--- src/rtl/bpm_period_calc.sv ---
// Metronome tick period generator: period = NUMER / (bpm * subdivision),
// computed with a radix-2 restoring divider behind a start/valid handshake.
module bpm_period_calc #(
  parameter int              NUM_W = 40,
  parameter int              BPM_W = 34,
  parameter int              OUT_W = 34,
  parameter logic [NUM_W-1:0] NUMER = 40'd12000000000
) (
  input  logic             i_clk,
  input  logic             i_reset,
  input  logic             i_start,
  input  logic [BPM_W-1:0] i_bpm_counter,
  input  logic [1:0]       i_subdiv,
  output logic             o_busy,
  output logic             o_valid,
  output logic [OUT_W-1:0] o_period,
  output logic             o_err,
  output logic             o_sat
);

  localparam int CNT_W = $clog2(NUM_W);

  typedef enum logic [1:0] {IDLE, DIV, DONE} state_t;

  state_t                  state, state_next;
  logic                    capture;
  logic                    pending;
  logic                    err_q;
  logic [NUM_W-1:0]        denom;
  logic [NUM_W:0]          rem;
  logic [NUM_W-1:0]        quo;
  logic [CNT_W-1:0]        cnt;
  logic [BPM_W+1:0]        denom_in;
  logic signed [NUM_W+1:0] trial;
  logic [OUT_W:0]          clamped;

  function automatic logic [BPM_W+1:0] scale_bpm(input logic [BPM_W-1:0] bpm,
                                                 input logic [1:0]       sub);
    logic [BPM_W+1:0] d;
    case (sub)
      2'd0:    d = {2'b00, bpm};
      2'd1:    d = {1'b0, bpm, 1'b0};
      2'd2:    d = {1'b0, bpm, 1'b0} + {2'b00, bpm};
      default: d = {bpm, 2'b00};
    endcase
    return d;
  endfunction

  // Returns {sat, period}: quotients wider than OUT_W clamp to all ones.
  function automatic logic [OUT_W:0] clamp_period(input logic [NUM_W-1:0] q);
    logic sat;
    sat = |(q >> OUT_W);
    return {sat, sat ? {OUT_W{1'b1}} : q[OUT_W-1:0]};
  endfunction

  assign denom_in = scale_bpm(i_bpm_counter, i_subdiv);
  // rem never exceeds denom, so the top bit of {rem, msb} is a clean sign bit.
  assign trial    = $signed({rem, quo[NUM_W-1]}) - $signed({2'b00, denom});
  assign clamped  = clamp_period(quo);
  assign o_busy   = (state != IDLE);

  always_comb begin
    state_next = state;
    capture    = 1'b0;
    case (state)
      IDLE: begin
        if (i_start || pending) begin
          capture    = 1'b1;
          state_next = (denom_in == '0) ? DONE : DIV;
        end
      end
      DIV:     if (cnt == '0) state_next = DONE;
      DONE:    state_next = IDLE;
      default: state_next = IDLE;
    endcase
  end

  always_ff @(posedge i_clk) begin
    if (i_reset) begin
      state    <= IDLE;
      pending  <= 1'b0;
      err_q    <= 1'b0;
      denom    <= '0;
      rem      <= '0;
      quo      <= '0;
      cnt      <= '0;
      o_valid  <= 1'b0;
      o_period <= '0;
      o_err    <= 1'b0;
      o_sat    <= 1'b0;
    end else begin
      state   <= state_next;
      o_valid <= 1'b0;

      if (i_start && (state != IDLE))
        pending <= 1'b1;
      else if (capture)
        pending <= 1'b0;

      if (capture) begin
        denom <= NUM_W'(denom_in);
        rem   <= '0;
        quo   <= (denom_in == '0) ? '0 : NUMER;
        cnt   <= CNT_W'(NUM_W - 1);
        err_q <= (denom_in == '0);
      end

      if (state == DIV) begin
        quo <= {quo[NUM_W-2:0], ~trial[NUM_W+1]};
        rem <= trial[NUM_W+1] ? {rem[NUM_W-1:0], quo[NUM_W-1]} : trial[NUM_W:0];
        cnt <= cnt - 1'b1;
      end

      if (state == DONE) begin
        o_valid <= 1'b1;
        if (err_q) begin
          o_period <= '0;
          o_err    <= 1'b1;
          o_sat    <= 1'b0;
        end else begin
          o_period <= clamped[OUT_W-1:0];
          o_err    <= 1'b0;
          o_sat    <= clamped[OUT_W];
        end
      end
    end
  end

endmodule

--- config.mk ---
export PLATFORM = sky130hd
export DESIGN_NAME = bpm_period_calc
export DESIGN_NICKNAME = d
export VERILOG_FILES = /design/src/rtl/bpm_period_calc.sv
export SDC_FILE = /design/constraint.sdc
export NUM_CORES = 1
export LEC_CHECK = 0
export BUFFER_PORTS_ARGS = -buffer_cell sky130_fd_sc_hd__buf_2
export CAP_MARGIN = 20
export CORE_MARGIN = 2
export CORE_UTILIZATION = 50
export CTS_CLUSTER_SIZE = 20
export DETAILED_ROUTE_END_ITERATION = 6
export PLACE_DENSITY = 0.71
export SKIP_CTS_REPAIR_TIMING = 1
export SLEW_MARGIN = 20
export SYNTH_ARGS = -nofsm -noshare
export SYNTH_HDL_FRONTEND = slang
export SYNTH_SLANG_ARGS = --single-unit
export TNS_END_PERCENT = 1
--- constraint.sdc ---
create_clock -name i_clk -period 4.5 [get_ports i_clk]
set_input_delay 0.45 -clock i_clk [delete_from_list [all_inputs] [get_ports i_clk]]
set_output_delay 0.45 -clock i_clk [all_outputs]
set_load 0.005 [all_outputs]
=== Word level (Yosys, flattened, before mapping) ===
Cells that the tools add are included.

* Bits in read-only memories: 0
* Latch bits: 0
* Word-level logic and storage cells: 54
* Output and inout bits: 38
* RAM bits: 0
* Input port bits: 39
* Register bits: 164
* Memories kept: 0

* Bitwise logic cells: 1
* Multipliers: 0
* Reduce and logical (&&, ||, !) cells: 11
* Equality and inequality tests: 6
* Magnitude comparators: 0
* Shift-type cells: 0
* Divide/modulo/power cells: 0
* Muxes and demuxes: 22
* $add $sub $neg: 3

{| class="wikitable"
|+ Operators by type and width
! kind !! number
|-
| 41-bit 2-to-1 mux || 3
|-
| 36-bit one-hot mux with 3 select lines || 1
|-
| 34-bit 2-to-1 mux || 3
|-
| 40-bit 2-to-1 mux || 2
|-
| 42-bit by 37-bit subtractor with 42-bit output || 1
|-
| 35-bit by 34-bit adder with 36-bit output || 1
|-
| 36-bit zero test || 1
|-
| 6-bit 2-to-1 mux || 2
|-
| 1-bit 2-to-1 mux || 7
|-
| 6-bit zero test || 1
|-
| 2-bit 2-to-1 mux || 3
|-
| 2-bit nonzero test || 3
|-
| 6-bit OR reduction || 1
|-
| 6-bit by 1-bit subtractor with 6-bit output (second input constant) || 1
|-
| 2-bit by 1-bit == test with 1-bit output (second input constant) || 2
|-
| 2-bit == test (second input constant) || 2
|-
| 2-bit zero test || 2
|-
| 2-bit inequality test (second input constant) || 2
|-
| 2-bit one-hot mux with 2 select lines || 1
|-
| 2-bit AND reduction || 1
|-
| 1-bit logical AND || 1
|-
| 1-bit logical OR || 1
|-
| 1-bit NOT || 1
|}

=== Depth between registers and ports, before layout ===
* Word-level depth: 6
* Depth in mapped cells: 15
* Mapped depth without buffers: 13

=== Worst setup path after synthesis ===
Ideal clock, no wire load.

* Path type: input to register
* From: input i_bpm_counter[0]
* To: register quo[22]
* Setup slack: 0.869 ns
* Arrival: 3.489 ns
* Data required time: 4.358 ns
* Stages: 14
* Setup time: 0.142 ns
* Path buffers: 1
* Cells stage by stage: ha_1 > inv_1 > fa_1 > nor2b_1 > o2111ai_1 > and3_1 > nor3_1 > nor3_2 > xnor2_1 > mux4_2 > or4_4 > nor4_4 > buf_6 > a221oi_1

* Longest elaborated chain between the ends: 6

{| class="wikitable"
|+ RTL lines
! item !! RTL line !! text
|-
| from (decl) || 12 || <nowiki>input logic [BPM_W-1:0] i_bpm_counter,</nowiki>
|-
| 35-bit by 34-bit adder with 36-bit output || 43 || <nowiki>2'd2: d = {1'b0, bpm, 1'b0} + {2'b00, bpm};</nowiki>
|-
| 36-bit one-hot mux with 3 select lines * || 40 || <nowiki>case (sub)</nowiki>
|-
| 36-bit zero test * || 103 || <nowiki>quo <= (denom_in == '0) ? '0 : NUMER;</nowiki>
|-
| 34-bit 2-to-1 mux * || 103 ||
|-
| 40-bit 2-to-1 mux * || 100 || <nowiki>if (capture) begin</nowiki>
|-
| 40-bit 2-to-1 mux * || 108 || <nowiki>if (state == DIV) begin</nowiki>
|-
| to (signal assigned) || 103 ||
|-
| to (signal assigned) || 109 || <nowiki>quo <= {quo[NUM_W-2:0], ~trial[NUM_W+1]};</nowiki>
|-
| to (decl) || 31 || <nowiki>logic [NUM_W-1:0] quo;</nowiki>
|}

Every way passes the cells marked *; elsewhere a longest branch is shown, timed or not. The select of a mux whose other input is x is not followed.
A chain may end at the register's enable or synchronous reset.

=== Worst setup path in the final report ===
* From: register denom[18]
* To: register rem[33]

* Longest elaborated chain between the ends: 3

{| class="wikitable"
|+ RTL lines
! item !! RTL line !! text
|-
| from (decl) || 29 || <nowiki>logic [NUM_W-1:0] denom;</nowiki>
|-
| from (signal assigned) || 101 || <nowiki>denom <= NUM_W'(denom_in);</nowiki>
|-
| 42-bit by 37-bit subtractor with 42-bit output || 58 || <nowiki>assign trial = $signed({rem, quo[NUM_W-1]}) - $signed({2'b00, denom});</nowiki>
|-
| 41-bit 2-to-1 mux || 110 || <nowiki>rem <= trial[NUM_W+1] ? {rem[NUM_W-1:0], quo[NUM_W-1]} : trial[NUM_W:0];</nowiki>
|-
| 41-bit 2-to-1 mux || 108 ||
|-
| to (signal assigned) || 110 ||
|-
| to (decl) || 30 || <nowiki>logic [NUM_W:0] rem;</nowiki>
|}

No other way between the ends.

==> results.ini <==
[status]
status=finished, final reports clean

[floorplan]
num_io_pins=77
floorplan.initialDensity_pct=51.31
core_um2=22780
die_h_um=156.9
die_x_um=156.9
row_count=55
dieArea_um2=24610

[global_route]
antenna_found_initial=1
grt_max_degree=73
grt_pass1_vias=10070
grt_overflow=0
grt_pass1_wl_um=49900
grt.total_usage_pct=24.71

[critical_path]
path_common_cell=a21o_1
crit_fanout=25
slowest_stage=and2_2
crit_path_start_kind=flop
worstSetupPathType=flop to flop
arrival_ns=4.36
crit_start=denom[18]
rrSetupSlack_ns=0.43
required_ns=4.79
cpPeakStageDelay_ns=0.63
cp-end-kind=flop
path_cells=inv_1 -> ha_1 -> a21o_1 -> a21o_1 -> a2111oi_0 -> nor3_1 -> o311ai_1 -> a21boi_1 -> mux2_2 -> and2_2 -> buf_4 -> mux2i_1 -> o21ai_0
timing.rr.start=denom[18]

[final_layout]
n_fill_cell=2140
drive_gt1_share_pct=11.68
fin_nets=1658
final_util_pct=56.58
syn_to_final_growth_pct=10.27
antenna_cells=0
multi_input_area_um2=7772
stdcell_count=1871
ff_latch_area_um2=3283

[yosys]
synth_warnings=0
yosysMostFrequentCell=nor2_1
synth-seq-cells=164
netlist_area_um2=11690
synth_top_cell_by_area=dfxtp_1
synth.top_cell.area_share_pct=28.09
synth_top_family_by_area=compound AO/OA/AOI/OAI gates
synth_fa_ha_area_share_pct=8.051
synth_cell_types=79
yosys-mux-area-fraction_pct=6.862
synthTopCellsByArea=dfxtp_1 28%, ha_1 7.7%, nor2_1 6.6%
synth_common_cells=207 x nor2_1, 164 x dfxtp_1, 135 x a21oi_1
synth_edf_count=0
synth_compound_area_share_pct=25.97
synth_cells=1524
synthSimpleGateAreaFrac_pct=21.64
synthArstFlopShare_pct=0
synth_xor_area_share_pct=3.747
ys_seq_area_share_pct=28.09
synth_fp_nets=1637
syn_area_per_cell_um2=7.669
synth-main-ff-cell=dfxtp_1

[clock_tree]
cts_inserted_buffers=17
cts-htree-levels=4
clock_path_buffers=2
cts.sinks=164
clkTransAtPathRegs_ns=0.07
clock_insertion_delay_worst_skew_ns=0.44
tritoncts=done
cts_root_buf=clkbuf_16

[placed_design]
dp_hpwl_um=22040
place_congestion=0.9275
dp.cells=1839
port_buffers=76

[routing]
drtAntennaViolNets=0
routed_wl_um=30330
post-route-drc-count=0
via_count=11160
drt-wirelength-per-cell_um=16.21
drtIter0Drc=747
drt_pass1_iterations=5
viasPerCell=5.965

[sta]
fin_tns_setup_ns=0
finalMaxSlewViolations=0
tightestPinTransition_ns=1.120
fmax_mhz=245.7
period_share_pct=90.44
slew_headroom_pct=25.04
hold_violations=0
grt_setup_unrepaired=false
setup_viol=0
fin_crit_ns=4.070
fin_skew_ns=0.01231

[hold_path]
hp-start=i_start
hold_class=input port to flop

[pwr]
p_total_uw=8431
ir_drop_mv=0.6307
leakage_uw=0.005223
power.density_nw_per_um2=654.2

[run]
cap_violations=0

layer usage:
metal	vias up	wire [µm]	share of wire [%]	GRT usage [%]
met5	-	11	0.036	0
met4	2	678	2.2	7.951
met3	46	1068	3.5	3.029
met2	241	14010	46	40.12
met1	5281	14570	48	34.19
li1	5590	-	-	-
final cells by class:
| class | count | share of cell area, % |
|---|---|---|
| Multi-Input combinational cell | 1196 | 60.31 |
| Timing Repair Buffer | 103 | 4.602 |
| Sequential cell | 164 | 25.48 |
| Inverter | 63 | 1.835 |
| Clock inverter | 15 | 1.437 |
| Clock buffer | 17 | 3.301 |
| Tap cell | 313 | 3.039 |
state kept, by name, summed over array words and instances (netlist names):
register	count
quo	40
pending	1
o_sat	1
state	2
rem	41
cnt	6
o_err	1
o_period	34
err_q	1
o_valid	1
denom	36
logic make-up (layout without fill, tap and decap cells):
| group | after synthesis | after routing |
|---|---|---|
| compound gates | 464 | 464 |
| buf+inv | 164 | 198 |
| mux | 62 | 62 |
| fa+ha+maj | 74 | 74 |
| flops | 164 | 164 |
| xor+xnor | 50 | 50 |
| simple gates | 546 | 546 |
final timing paths:
check,to,cells past startpoint
setup / recovery,rem[33],13
hold / removal,cnt[2],3
setup reg to reg,rem[33],13
hold reg to reg,denom[3],2
report_power, final:
group          internal (µW)  switching (µW)
clock                    755             711
sequential              1670             175
combinational           2240            2890
total                   4660            3770
placed cells by master, fill, tap and decap left out, drive strengths merged, types with 17 or more instances in the layout:
cell type	n
o21ai	97
nor3b	26
dfxtp	164
inv	70
buf	103
a211oi	31
a21o	29
a22oi	43
xnor2	33
nor2	207
nand3	27
mux2i	43
nor3	71
clkbuf	17
a221oi	19
nand2	127
ha	72
xor2	17
a21oi	137
through the flow:
step / area (µm²) / setup WS (ns) / hold WS (ns)
3_3_place_gp: 12260 / 0.4392 / 0.4403
2_1_floorplan: 11690 / 0.8695 / 0.4319
5_1_grt: 12890 / 0.09368 / 0.3556
3_5_place_dp: 12280 / 0.4009 / 0.4460
4_1_cts: 12890 / 0.4592 / 0.3373
6_report: 12890 / 0.4303 / 0.3465
critical path, delay by kind of cell, from the launching register on:
| family | cells | cell delay [ns] |
|---|---|---|
| compound gates | 6 | 1.47 |
| mux | 2 | 0.56 |
| simple gates | 2 | 0.77 |
| flops | 1 | 0.36 |
| fa+ha+maj | 1 | 0.36 |
| buf+inv | 2 | 0.40 |
No activity file was read; power rests on OpenSTA's default activity.
